===== config.mk =====
export PLATFORM = sky130hd
export DESIGN_NAME = mem_wb_stage
export DESIGN_NICKNAME = d
export VERILOG_FILES = /design/src/rtl/core_pkg.sv /design/src/rtl/mem_timeout_counter.sv /design/src/rtl/mem_wb_stage.sv
export SDC_FILE = /design/constraint.sdc
export NUM_CORES = 1
export LEC_CHECK = 0
export ABC_AREA = 1
export CORE_AREA = 3 3 143 145
export CTS_CLUSTER_SIZE = 25
export DETAILED_ROUTE_END_ITERATION = 8
export DIE_AREA = 0 0 146 148
export HOLD_SLACK_MARGIN = 0.08
export PLACE_DENSITY_LB_ADDON = 0.25
export SYNTH_ARGS = -nofsm -noshare
export SYNTH_HDL_FRONTEND = slang
export SYNTH_SLANG_ARGS = --single-unit

===== constraint.sdc =====
create_clock -name clk -period 17.6 [get_ports clk]
set_input_delay 5.28 -clock clk [delete_from_list [all_inputs] [get_ports clk]]
set_output_delay 5.28 -clock clk [all_outputs]
set_load 0.1 [all_outputs]

===== src/rtl/core_pkg.sv =====
// Shared types for the memory-access / write-back stage: FSM states and the
// write-back control bundle that travels with each retiring instruction.
package core_pkg;

   typedef enum logic [1:0] {
      IDLE = 2'd0,
      REQ  = 2'd1,
      WAIT = 2'd2
   } mem_state_e;

   localparam int REG_ADDR_W = 5;

   typedef struct packed {
      logic [REG_ADDR_W-1:0] rd;
      logic                  reg_write;
      logic                  mem_to_reg;
   } wb_bundle_t;

endpackage


===== src/rtl/mem_timeout_counter.sv =====
// Counts cycles spent waiting on the data memory; expired is high during the
// TIMEOUT_CYC-th enabled cycle after a clear.
module mem_timeout_counter #(
   parameter int TIMEOUT_CYC = 255
) (
   input  logic clk,
   input  logic reset,
   input  logic clear,
   input  logic enable,
   output logic expired
);

   localparam int CW = $clog2(TIMEOUT_CYC + 1);
   localparam logic [CW-1:0] LAST = CW'(TIMEOUT_CYC - 1);
   localparam logic [CW-1:0] TOP  = CW'(TIMEOUT_CYC);

   logic [CW-1:0] r_cnt;

   always_ff @(posedge clk or posedge reset) begin
      if (reset) begin
         r_cnt <= '0;
      end else if (clear) begin
         r_cnt <= '0;
      end else if (enable && (r_cnt != TOP)) begin
         r_cnt <= r_cnt + CW'(1);
      end
   end

   // Counter holds (n-1) in the n-th wait cycle, so expiry lands on cycle TIMEOUT_CYC.
   assign expired = enable && (r_cnt == LAST);

endmodule


===== src/rtl/mem_wb_stage.sv =====
// Memory-access stage plus MEM/WB pipeline register: issues one load/store at a
// time to a variable-latency data memory and registers the write-back operands.
module mem_wb_stage
   import core_pkg::*;
#(
   parameter int WIDTH       = 32,
   parameter int TIMEOUT_CYC = 255
) (
   input  logic                  clk,
   input  logic                  reset,
   input  logic                  in_valid,
   output logic                  in_ready,
   input  logic [WIDTH-1:0]      in_alu_result,
   input  logic [WIDTH-1:0]      in_store_data,
   input  logic [REG_ADDR_W-1:0] in_rd,
   input  logic                  in_reg_write,
   input  logic                  in_mem_read,
   input  logic                  in_mem_write,
   input  logic                  flush,
   output logic                  dmem_req,
   output logic                  dmem_we,
   output logic [WIDTH-1:0]      dmem_addr,
   output logic [WIDTH-1:0]      dmem_wdata,
   input  logic                  dmem_rvalid,
   input  logic [WIDTH-1:0]      dmem_rdata,
   output logic                  wb_valid,
   output logic [WIDTH-1:0]      wb_alu_result,
   output logic [WIDTH-1:0]      wb_read_data,
   output logic                  wb_mem_to_reg,
   output logic [REG_ADDR_W-1:0] wb_rd,
   output logic                  wb_reg_write,
   output logic                  mem_err
);

   mem_state_e            r_state;
   logic [WIDTH-1:0]      r_addr;
   logic [WIDTH-1:0]      r_wdata;
   logic [REG_ADDR_W-1:0] r_rd;
   logic                  r_reg_write;
   logic                  r_is_load;
   logic                  r_we;
   logic                  r_killed;
   logic                  r_wb_valid;
   logic [WIDTH-1:0]      r_wb_alu;
   logic [WIDTH-1:0]      r_wb_rdata;
   wb_bundle_t            r_wb;

   mem_state_e            w_next_state;
   logic                  w_accept_alu;
   logic                  w_accept_mem;
   logic                  w_retire;
   logic                  w_timeout;
   logic                  w_kill;
   logic                  w_expired;

   mem_timeout_counter #(
      .TIMEOUT_CYC (TIMEOUT_CYC)
   ) u_timeout (
      .clk     (clk),
      .reset   (reset),
      .clear   (r_state == REQ),
      .enable  (r_state == WAIT),
      .expired (w_expired)
   );

   always_comb begin
      w_next_state = r_state;
      w_accept_alu = 1'b0;
      w_accept_mem = 1'b0;
      w_retire     = 1'b0;
      w_timeout    = 1'b0;
      w_kill       = r_killed | flush;
      case (r_state)
         IDLE: begin
            if (in_valid && !flush) begin
               if (in_mem_read || in_mem_write) begin
                  w_accept_mem = 1'b1;
                  w_next_state = REQ;
               end else begin
                  w_accept_alu = 1'b1;
               end
            end
         end
         REQ: w_next_state = WAIT;
         WAIT: begin
            // A response in the expiry cycle still counts as a normal completion.
            if (dmem_rvalid) begin
               w_retire     = 1'b1;
               w_next_state = IDLE;
            end else if (w_expired) begin
               w_retire     = 1'b1;
               w_timeout    = 1'b1;
               w_next_state = IDLE;
            end
         end
         default: w_next_state = IDLE;
      endcase
   end

   always_ff @(posedge clk or posedge reset) begin
      if (reset) begin
         r_state     <= IDLE;
         r_addr      <= '0;
         r_wdata     <= '0;
         r_rd        <= '0;
         r_reg_write <= 1'b0;
         r_is_load   <= 1'b0;
         r_we        <= 1'b0;
         r_killed    <= 1'b0;
         r_wb_valid  <= 1'b0;
         r_wb_alu    <= '0;
         r_wb_rdata  <= '0;
         r_wb        <= '0;
      end else begin
         r_state    <= w_next_state;
         r_wb_valid <= 1'b0;
         if (w_accept_mem) begin
            r_addr      <= in_alu_result;
            r_wdata     <= in_store_data;
            r_rd        <= in_rd;
            r_reg_write <= in_reg_write;
            r_is_load   <= in_mem_read;
            r_we        <= in_mem_write;
            r_killed    <= 1'b0;
         end else if (r_state != IDLE) begin
            r_killed <= w_kill;
         end
         // Killed ops retire silently: only the valid strobe stays low, fields hold.
         if (w_accept_alu) begin
            r_wb_valid        <= 1'b1;
            r_wb_alu          <= in_alu_result;
            r_wb.rd           <= in_rd;
            r_wb.reg_write    <= in_reg_write && (in_rd != '0);
            r_wb.mem_to_reg   <= 1'b0;
         end else if (w_retire && !w_kill) begin
            r_wb_valid        <= 1'b1;
            r_wb_alu          <= r_addr;
            r_wb.rd           <= r_rd;
            r_wb.reg_write    <= r_reg_write && (r_rd != '0) && r_is_load && !w_timeout;
            r_wb.mem_to_reg   <= r_is_load && !w_timeout;
            if (r_is_load && !w_timeout) begin
               r_wb_rdata <= dmem_rdata;
            end
         end
      end
   end

   assign in_ready      = (r_state == IDLE) && !reset;
   assign dmem_req      = (r_state == REQ);
   assign dmem_we       = (r_state == REQ) && r_we;
   assign dmem_addr     = r_addr;
   assign dmem_wdata    = r_wdata;
   assign mem_err       = w_timeout;
   assign wb_valid      = r_wb_valid;
   assign wb_alu_result = r_wb_alu;
   assign wb_read_data  = r_wb_rdata;
   assign wb_rd         = r_wb.rd;
   // Gating keeps the write-back mux select and write enable defined-low when idle.
   assign wb_mem_to_reg = r_wb_valid && r_wb.mem_to_reg;
   assign wb_reg_write  = r_wb_valid && r_wb.reg_write;

   a_no_rd_and_wr : assert property (@(posedge clk) disable iff (reset)
      !(in_valid && in_mem_read && in_mem_write));

endmodule


==> impl_results.md, run 1 <==
- Top cell type's share of synthesized area: 57.8%
- Root buf cell: clkbuf_16
- Status: finished clean
- Syn_nets: about 900
- P_leak: a little under 5 nW
- CORE AREA: between 15000 and 20000 sq um
- Cell variety after synth: 26
- Total number of vias: 5912
- Post-CTS setup buffer count: 0
- #FFs+latches synth: 155
- Total CTS buffers: 17
- Largest area contributor in the netlist: dfrtp_1
- Commonest non-fill, non-tap cell in the layout: nand2_1
- Fin. Hold Viols: 0
- Residual DRC: 0
- Worst vdd ir: between 100 and 150 uV
- CTS H-tree lvls: 4
- Max Cap Viol: 0
- Drt wl/cell: between 10 and 15 microns
- Nature of the critical path startpoint: input port
- Final max-slew violation count: 0
- Flop pwr share: 25.7%
- HPWL Detailed: ~12000 microns
- CTS hold repair buffers: 0
- Die X: around 150 microns
- First-pass GRT wire length: ~30000 microns
- Register area share after synthesis: 57.8%
- Clk_lat worst skew: between 0.4 and 0.5 ns
- Actual slew at the worst max-slew pin: 1.05 ns
- Hold Path Class: reg -> reg
- Max FO, Critical Path: 3
- Gr usage total: 17.3%
- RSZ-0062 raised after global routing: no
- Pre-antenna DRT Iters: 5
- Cells taking the most area after synthesis: dfrtp_1, nand2_1, o21ai_0
- Die Ht: 148 microns
- Slew headroom: 29.7%
- Worst Path Arrival: about 7.2 ns
- Most frequent cells in the layout: nand2_1, clkdlybuf4s50_1, dfrtp_1
- CP startpoint: dmem_rvalid
- Min Tclk post-route: 12.45 ns
- Vias per inst: 4.52
- Switching Power: 1.15 mW
- # rows: 51
- Die area: 21600 sq um
- Clk buf depth: 2
- Logic pwr share: a little under three fifths
- Layout cells sized above 1: 4.70%
- Total power: about 2.1 mW
- Gpl congestion: 0.823
- Setup Crit Path Kind: in -> out
- CP required: about 12 ns
- Clock transition at path regs: 0.06 ns
- Clk network pwr share: 17.8%
- Drt total wl: 18500 microns
- Initial antenna violation count: 0
- Post-cts sizing count: 0
- Largest net degree at the start of global routing: 116
- Int Power: 939 uW
- WHS: 0.469 ns
- CTS tree: built
- Final Skew: 0.0104 ns
- Post-Synthesis Cells: 806
- Post-Route Setup TNS: 0 ns
- Initial core utilization: about a third
- Synth Cell Area: 6710 sq um
- Fillers: 1826
- Port-buffer cells: about 250
- Worst hold start: wb_read_data[15]$_DFFE_PP0P_
- Ant. Diodes: 0
- Vias in the first global route: 5781
- Io pins: around 250
- Crit end category: primary output
- Initial DRC Count: 294
- Residual overflow from global routing: 0
- R2r startpoint: u_timeout.r_cnt[0]$_DFFE_PP0P_
- Final #Nets: 1141
- Area of the multi-input gates: between 2000 and 2500 sq um
- CTS sink cnt: between 150 and 200
- FF/Latch Area: 3880 sq um
- Crit share post-route: 70.7%
- YS warnings: 0
- Area Growth Syn to Fin: 48.0%
- Syn_area_per_cell: 8.33 sq um
- Pwr/cell area: 210 nW/um^2
- Antenna-violating nets left: 0
- Peak Freq: 0.0803 GHz
- Sw Ratio: 55.0%
- Final setup viols: 0
## per-stage QoR
step	std cells	util [%]	setup slack, ns	cell area (sq um)
detailed placement	1276	48.3	5.15	9340
finish	1308	51.4	5.15	9930
CTS	1308	51.4	5.13	9930
floorplan	806	-	4.09	6710
global route	1308	51.4	5.09	9930
global placement	1276	48.3	5.15	9340
## synth_stat cells (all sizes together)
library cell / n
a21oi: 3
buf: 31
clkbuf: 18
dfrtp: 155
ha: 2
inv: 61
nand2: 339
nand3: 82
nand3b: 1
nand4: 3
nor2: 18
nor3: 2
nor4: 1
o21ai: 83
o22ai: 2
o31ai: 1
xnor2: 1
xor2: 3
## final timing paths
kind	end	slack, ns	depth (start not counted)
min in group asynchronous	dmem_wdata[30]$_DFFE_PP0P_	5.39	2
max in group asynchronous	r_rd[0]$_DFFE_PP0P_	10.87	3
worst min register to register	wb_read_data[15]$_DFFE_PP0P_	0.47	2
worst min-delay path	wb_read_data[15]$_DFFE_PP0P_	0.47	2
worst max-delay path	mem_err	5.15	3
worst max register to register	wb_alu_result[11]$_DFFE_PP0P_	14.44	10
## logic make-up (layout without fill, tap and decap cells)
kind of cell | count (synthesis) | count (layout) | synth area share, %
and+or+nand+nor | 446 | 446 | 27.2
DFF | 155 | 155 | 57.8
buffers and inverters | 110 | 347 | 7.22
AOI/OAI and AO/OA | 89 | 89 | 6.88
xor gates and xnor gates | 4 | 4 | 0.522
adders and majority gates | 2 | 2 | 0.373
## critical path: stages
cell,delay (ns)
clkdlybuf4s50_1,0.44
nor4_1,0.28
clkdlybuf4s50_1,1.18
## registers in the layout, indices dropped and copies added, names as in the netlist
register / flops
dmem_wdata: 32
r_we: 1
r_killed: 1
r_reg_write: 1
wb_valid: 1
r_state: 2
r_wb: 2
u_timeout.r_cnt: 8
r_rd: 5
wb_read_data: 32
wb_alu_result: 32
wb_rd: 5
r_is_load: 1
dmem_addr: 32
## power by group through the flow
stage | Sequential [mW] | Combinational (mW) | Clock (mW)
floorplan | 1.25 | 0.188 | 0
global placement | 0.539 | 1.18 | 0
detailed placement | 0.542 | 1.18 | 0
CTS | 0.538 | 1.19 | 0.380
global route | 0.553 | 1.22 | 0.395
finish | 0.537 | 1.18 | 0.371
## layer usage
layer  up-vias  routed length (microns)  global-route usage, %
li1       2983                        -                      -
met1      2686                     8070                   21.5
met2       209                     8530                   27.6
met3        34                     1370                   6.16
met4         0                      508                   7.10
met5         -                        0                      0
## cell type report
type                            count  share of cell area [%]
Inverter                           61                    2.36
Sequential cell                   155                    39.1
Tap cell                          265                    3.34
Clock inverter                     12                    1.40
Clock buffer                       20                    4.60
Timing Repair Buffer              254                    25.4
Multi-Input combinational cell    541                    23.8
(Power assumes the default switching activity.)
==> run 2: changes to the inputs <==
Clock period 17.6 ns to 10 ns, I/O delays scaled along.
==> run 2 against run 1 <==
Effect of this change: sequential power is 76% higher; wire length about the same; register-to-register slack worse by 7.6 ns; flip-flop and latch count unchanged; cell count about the same; total power is 75% higher; clock power rose by 73%; global-route usage hardly changed; sequential share of layout area is 0.079 points higher; first-iteration DRC count rose by 21%; highest routed layer unchanged.
==> impl_results.md, run 2 (synthesis gave the netlist of run 1 again) <==
- CTS tree: built (unchanged)
- Die X: 146 microns (unchanged)
- Gpl congestion: 0.830 (was 0.823)
- CORE AREA: 19300 sq um (unchanged)
- Dpl ws: 2.07 ns (was 5.15 ns)
- Initial core utilization: 34.7% (unchanged)
- CTS hold repair buffers: 0 (unchanged)
- Initial DRC Count: 355 (was 294)
- Commonest non-fill, non-tap cell in the layout: nand2_1 (unchanged)
- CTS sink cnt: 155 (unchanged)
- Min Tclk post-route: 7.92 ns
- R2R setup slack: 6.88 ns (was 14.44 ns)
- Residual overflow from global routing: 0 (unchanged)
- Slew headroom: 30.2% (was 29.7%)
- Gr usage total: 17.2% (was 17.3%)
- Final #Nets: 1141 (unchanged)
- Area Growth Syn to Fin: 47.7% (was 48.0%)
- R2R Path End: r_wb[1]$_DFFE_PP0P_ (was wb_alu_result[11]$_DFFE_PP0P_)
- Worst path slowest cell: clkdlybuf4s50_1 (unchanged)
- Vias in the first global route: 5739 (was 5781)
- Die area: 21600 sq um (unchanged)
- Root buf cell: clkbuf_16 (unchanged)
- Initial antenna violation count: 0 (unchanged)
- Hold Path Class: reg -> reg (unchanged)
- Pwr/cell area: 369 nW/um^2 (was 210 nW/um^2)
- Worst Path Arrival: 4.92 ns (was 7.17 ns)
- Most frequent cells in the layout: nand2_1, clkdlybuf4s50_1, dfrtp_1 (unchanged)
- HPWL Detailed: 12300 microns (was 12100 microns)
- Final max-slew violation count: 0 (unchanged)
- Crit share post-route: 79.2%
- Status: finished clean (unchanged)
- Layout cells sized above 1: 4.51% (was 4.70%)
- P_leak: 4.84 nW (was 4.85 nW)
- Drt wl/cell: 14.1 microns (about the same)
- Residual DRC: 0 (unchanged)
- Met2 usage: 27.8% (was 27.6%)
- WHS: 0.470 ns (was 0.469 ns)
- R2r startpoint: u_timeout.r_cnt[0]$_DFFE_PP0P_ (unchanged)
- Clock transition at path regs: 0.06 ns (about the same)
- Crit end category: primary output (unchanged)
- Total power: 3.66 mW (was 2.09 mW)
- # rows: 51 (unchanged)
- Vias per inst: 4.47 (was 4.52)
- Post-cts sizing count: 0 (unchanged)
- Max Cap Viol: 0 (unchanged)
- CTS H-tree lvls: 4 (unchanged)
- Peak Freq: 0.126 GHz
- Worst vdd ir: 197 uV (was 113 uV)
- CP startpoint: dmem_rvalid (unchanged)
- Actual slew at the worst max-slew pin: 1.04 ns (was 1.05 ns)
- Post-CTS setup buffer count: 0 (unchanged)
- Max incr delay on CP: 1.19 ns (was 1.18 ns)
- Largest net degree at the start of global routing: 116 (unchanged)
- Io pins: 249 (unchanged)
- RSZ-0062 raised after global routing: no (unchanged)
- Ant. Diodes: 0 (unchanged)
- Antenna-violating nets left: 0 (unchanged)
- Max FO, Critical Path: 3 (unchanged)
- Post-Route Setup TNS: 0 ns (unchanged)
- Busiest grt layer: met2 (unchanged)
- Die Ht: 148 microns (unchanged)
- Final WS setup: 2.08 ns (was 5.15 ns)
- Pre-antenna DRT Iters: 4 (was 5)
- Setup Crit Path Kind: in -> out (unchanged)
- Clk buf depth: 2 (unchanged)
- Met3 usage: 6.32% (was 6.16%)
- CP Cell Sequence: clkdlybuf4s50_1 > nor4_1 > clkdlybuf4s50_1 (unchanged)
- CP required: 7.00 ns (was 12.32 ns)
- Final Skew: 0.0185 ns (was 0.0104 ns)
- Most frequent cell on the critical path: clkdlybuf4s50_1 (unchanged)
- GR Layer Usage met1: 21.6% (was 21.5%)
- Drt total wl: 18500 microns (about the same)
- First-pass GRT wire length: 30200 microns (about the same)
- Fin. Hold Viols: 0 (unchanged)
- Port-buffer cells: 248 (unchanged)
- Clk_lat worst skew: 0.42 ns (was 0.43 ns)
- Nature of the critical path startpoint: input port (unchanged)
- Total number of vias: 5836 (was 5912)
- Total CTS buffers: 17 (unchanged)
- Worst Setup EP: mem_err (unchanged)
- Final setup viols: 0 (unchanged)
- Reg2Reg Depth: 10 (unchanged)
-- run 2: cell count changes in the layout (fill, tap and decap cells not counted) --
cell	change
inv_6	+1
inv_8	-1
clkbuf_1	+1
clkinv_4	-3
clkinv_2	+1
-- run 2: layout make-up --
cell class	instances	area [sq um]
inverter	61	234
timing repair buffer	254	2530
multi-input combinational	541	2360
clock buffer	21	460
fill	1853	9420
tap	265	332
sequential	155	3880
clock inverter	10	115
-- run 2: through the flow --
step	std cells	util, %	cell area, sq um
floorplan	806	-	6710
global route	1307	51.3	9910
CTS	1307	51.3	9910
finish	1307	51.3	9910
detailed placement	1276	48.3	9340
global placement	1276	48.3	9340
-- run 2: critical path, delay by kind of cell --
| kind | cells | cell delay, ns |
|---|---|---|
| and+or+nand+nor | 1 | 0.29 |
| buffers and inverters | 2 | 1.63 |
-- run 2: how the worst min path moves through the flow --
stage	from	to	slack, ns	depth (start not counted)
floorplan	r_reg_write$_DFFE_PP0P_	r_reg_write$_DFFE_PP0P_	0.45	2
global placement	wb_read_data[16]$_DFFE_PP0P_	wb_read_data[16]$_DFFE_PP0P_	0.45	2
detailed placement	wb_read_data[8]$_DFFE_PP0P_	wb_read_data[8]$_DFFE_PP0P_	0.46	2
CTS	wb_read_data[8]$_DFFE_PP0P_	wb_read_data[8]$_DFFE_PP0P_	0.47	2
global route	dmem_wdata[31]$_DFFE_PP0P_	dmem_wdata[31]$_DFFE_PP0P_	0.49	2
finish	wb_read_data[15]$_DFFE_PP0P_	wb_read_data[15]$_DFFE_PP0P_	0.47	2
-- run 2: per-layer routing --
| metal | up-vias | wire length [microns] |
|---|---|---|
| met1 | 2666 | 8250 |
| met5 | - | 0 |
| met4 | 0 | 287 |
| met2 | 175 | 8610 |
| met3 | 18 | 1340 |
| li1 | 2977 | - |
-- run 2: report_power, final --
part           internal (mW)  switching, mW  leakage (nW)
clock                  0.380          0.260         0.276
combinational          0.444           1.63          2.58
sequential             0.825          0.118          1.98
total                   1.65           2.01          4.84
==> run 3: changes to the inputs <==
Clock period 10 ns to 8.2 ns, I/O delays scaled along.
==> run 3 against run 2 <==
Effect of this change: clock power grew 29%; die area is the same; worst hold slack lost 0.00088 ns; wire length grew 1.4%; global-route usage grew 0.37 points; setup slack lost 0.71 ns; critical endpoint unchanged; largest power group unchanged; combinational power grew 22%; cell count is essentially flat; highest routed layer unchanged.
==> impl_results.md, run 3 (synthesis gave the netlist of run 1 again) <==
- Finished Cell Area: 9960 sq um (was 9910 sq um)
- Status: finished clean (unchanged)
- Worst Path Arrival: 4.37 ns (was 4.92 ns)
- Worst vdd ir: 218 uV (was 197 uV)
- CTS tree: built (unchanged)
- Dpl cells: 1276 (unchanged)
- Vias in the first global route: 5811 (was 5739)
- Min Tclk post-route: 6.83 ns
- Fin. Hold Viols: 0 (unchanged)
- Setup Crit Path Kind: in -> out (unchanged)
- HPWL Detailed: 12500 microns (was 12300 microns)
- Gr usage total: 17.6% (was 17.2%)
- First-pass GRT wire length: 30800 microns (was 30200 microns)
- Initial antenna violation count: 0 (unchanged)
- Post-cts sizing count: 0 (unchanged)
- Port-buffer cells: 248 (unchanged)
- Dpl ws: 1.37 ns (was 2.07 ns)
- Residual overflow from global routing: 0 (unchanged)
- Final setup viols: 0 (unchanged)
- Finished Layout Cells: 1308 (was 1307)
- Ant. Diodes: 0 (unchanged)
- Final WS setup: 1.37 ns (was 2.08 ns)
- Vias per inst: 4.55 (was 4.47)
- Antenna-violating nets left: 0 (unchanged)
- Post-CTS setup buffer count: 0 (unchanged)
- Nature of the critical path startpoint: input port (unchanged)
- Initial DRC Count: 368 (was 355)
- Final max-slew violation count: 0 (unchanged)
- Io pins: 249 (unchanged)
- Clock transition at path regs: 0.06 ns (about the same)
- Actual slew at the worst max-slew pin: 1.06 ns (was 1.04 ns)
- Clk buf depth: 2 (unchanged)
- Final #Nets: 1141 (unchanged)
- CTS H-tree lvls: 4 (unchanged)
- Die X: 146 microns (unchanged)
- Crit share post-route: 83.3%
- Pwr/cell area: 453 nW/um^2 (was 369 nW/um^2)
- Residual DRC: 0 (unchanged)
- Die Ht: 148 microns (unchanged)
- Die area: 21600 sq um (unchanged)
- Pre-antenna DRT Iters: 5 (was 4)
- Max FO, Critical Path: 3 (unchanged)
- Most frequent cells in the layout: nand2_1, clkdlybuf4s50_1, dfrtp_1 (unchanged)
- Crit end category: primary output (unchanged)
- Post-Route Setup TNS: 0 ns (unchanged)
- RSZ-0062 raised after global routing: no (unchanged)
- CP required: 5.74 ns (was 7.00 ns)
- Drt wl/cell: 14.3 microns (was 14.1 microns)
- CTS sink cnt: 155 (unchanged)
- Commonest non-fill, non-tap cell in the layout: nand2_1 (unchanged)
- Largest net degree at the start of global routing: 109 (was 116)
- Peak Freq: 0.146 GHz
- DP Area: 9340 sq um (unchanged)
- Total number of vias: 5947 (was 5836)
- Final Skew: 0.00876 ns (was 0.0185 ns)
- Hold Path Class: reg -> reg (unchanged)
- P_leak: 4.86 nW (was 4.84 nW)
- Slew headroom: 29.0% (was 30.2%)
- Drt total wl: 18800 microns (was 18500 microns)
- Initial core utilization: 34.7% (unchanged)
- CORE AREA: 19300 sq um (unchanged)
- Area Growth Syn to Fin: 48.4% (was 47.7%)
- # rows: 51 (unchanged)
- Gpl congestion: 0.816 (was 0.830)
- Root buf cell: clkbuf_16 (unchanged)
- Max Cap Viol: 0 (unchanged)
- Layout cells sized above 1: 4.70% (was 4.51%)
- Total CTS buffers: 17 (unchanged)
- CTS hold repair buffers: 0 (unchanged)
- Clk_lat worst skew: 0.42 ns (about the same)
==> run 3: cell types whose count changed in the layout (fill, tap and decap cells not counted) <==
cell	before	now
bufinv_16	2	3
clkbuf_1	2	1
clkinv_2	3	1
clkinv_4	0	3
inv_6	3	2
inv_8	0	1
==> run 3: report_power, final <==
part / internal [mW] / total, mW / switching [mW]
registers: 1.01 / 1.15 / 0.147
logic: 0.541 / 2.53 / 1.99
clock network: 0.499 / 0.827 / 0.327
total: 2.05 / 4.51 / 2.47
==> run 3: final cells by class <==
class,instances,area (sq um)
multi-input combinational,541,2360
inverter,61,234
clock inverter,12,164
sequential,155,3880
tap,265,332
fill,1796,9380
clock buffer,20,457
timing repair buffer,254,2530
==> run 3: final timing paths <==
check                           slack [ns]  depth (start not counted)                      startpoint                              to
worst max-delay path                  1.37                          3                     dmem_rvalid                         mem_err
worst min register to register        0.47                          2    wb_read_data[18]$_DFFE_PP0P_    wb_read_data[18]$_DFFE_PP0P_
worst min-delay path                  0.47                          2    wb_read_data[18]$_DFFE_PP0P_    wb_read_data[18]$_DFFE_PP0P_
max in group asynchronous             4.27                          3                           reset  u_timeout.r_cnt[4]$_DFFE_PP0P_
min in group asynchronous             2.66                          2                           reset                r_we$_DFFE_PP0P_
worst max register to register        5.10                         10  u_timeout.r_cnt[0]$_DFFE_PP0P_   wb_alu_result[11]$_DFFE_PP0P_
==> run 3: per-layer routing <==
| metal | global-route usage (%) | share of wire, % | vias up |
|---|---|---|---|
| li1 | - | - | 2984 |
| met1 | 21.8 | 43 | 2740 |
| met2 | 28.2 | 47 | 194 |
| met3 | 6.28 | 8.0 | 29 |
| met4 | 7.20 | 2.6 | 0 |
| met5 | 0 | 0 | - |
==> run 3: critical path, stage by stage <==
cell and delay (ns):
clkdlybuf4s50_1 0.44, nor4_1 0.29, clkdlybuf4s50_1 1.18
==> run 3: per-stage QoR <==
stage	util, %	hold slack [ns]	total power [mW]
final	51.5	0.469	4.51
after global routing	51.5	0.489	4.70
after CTS	51.5	0.474	4.56
after detailed placement	48.3	0.458	3.71
after global placement	48.3	0.452	3.69
after floorplan	-	0.453	3.09
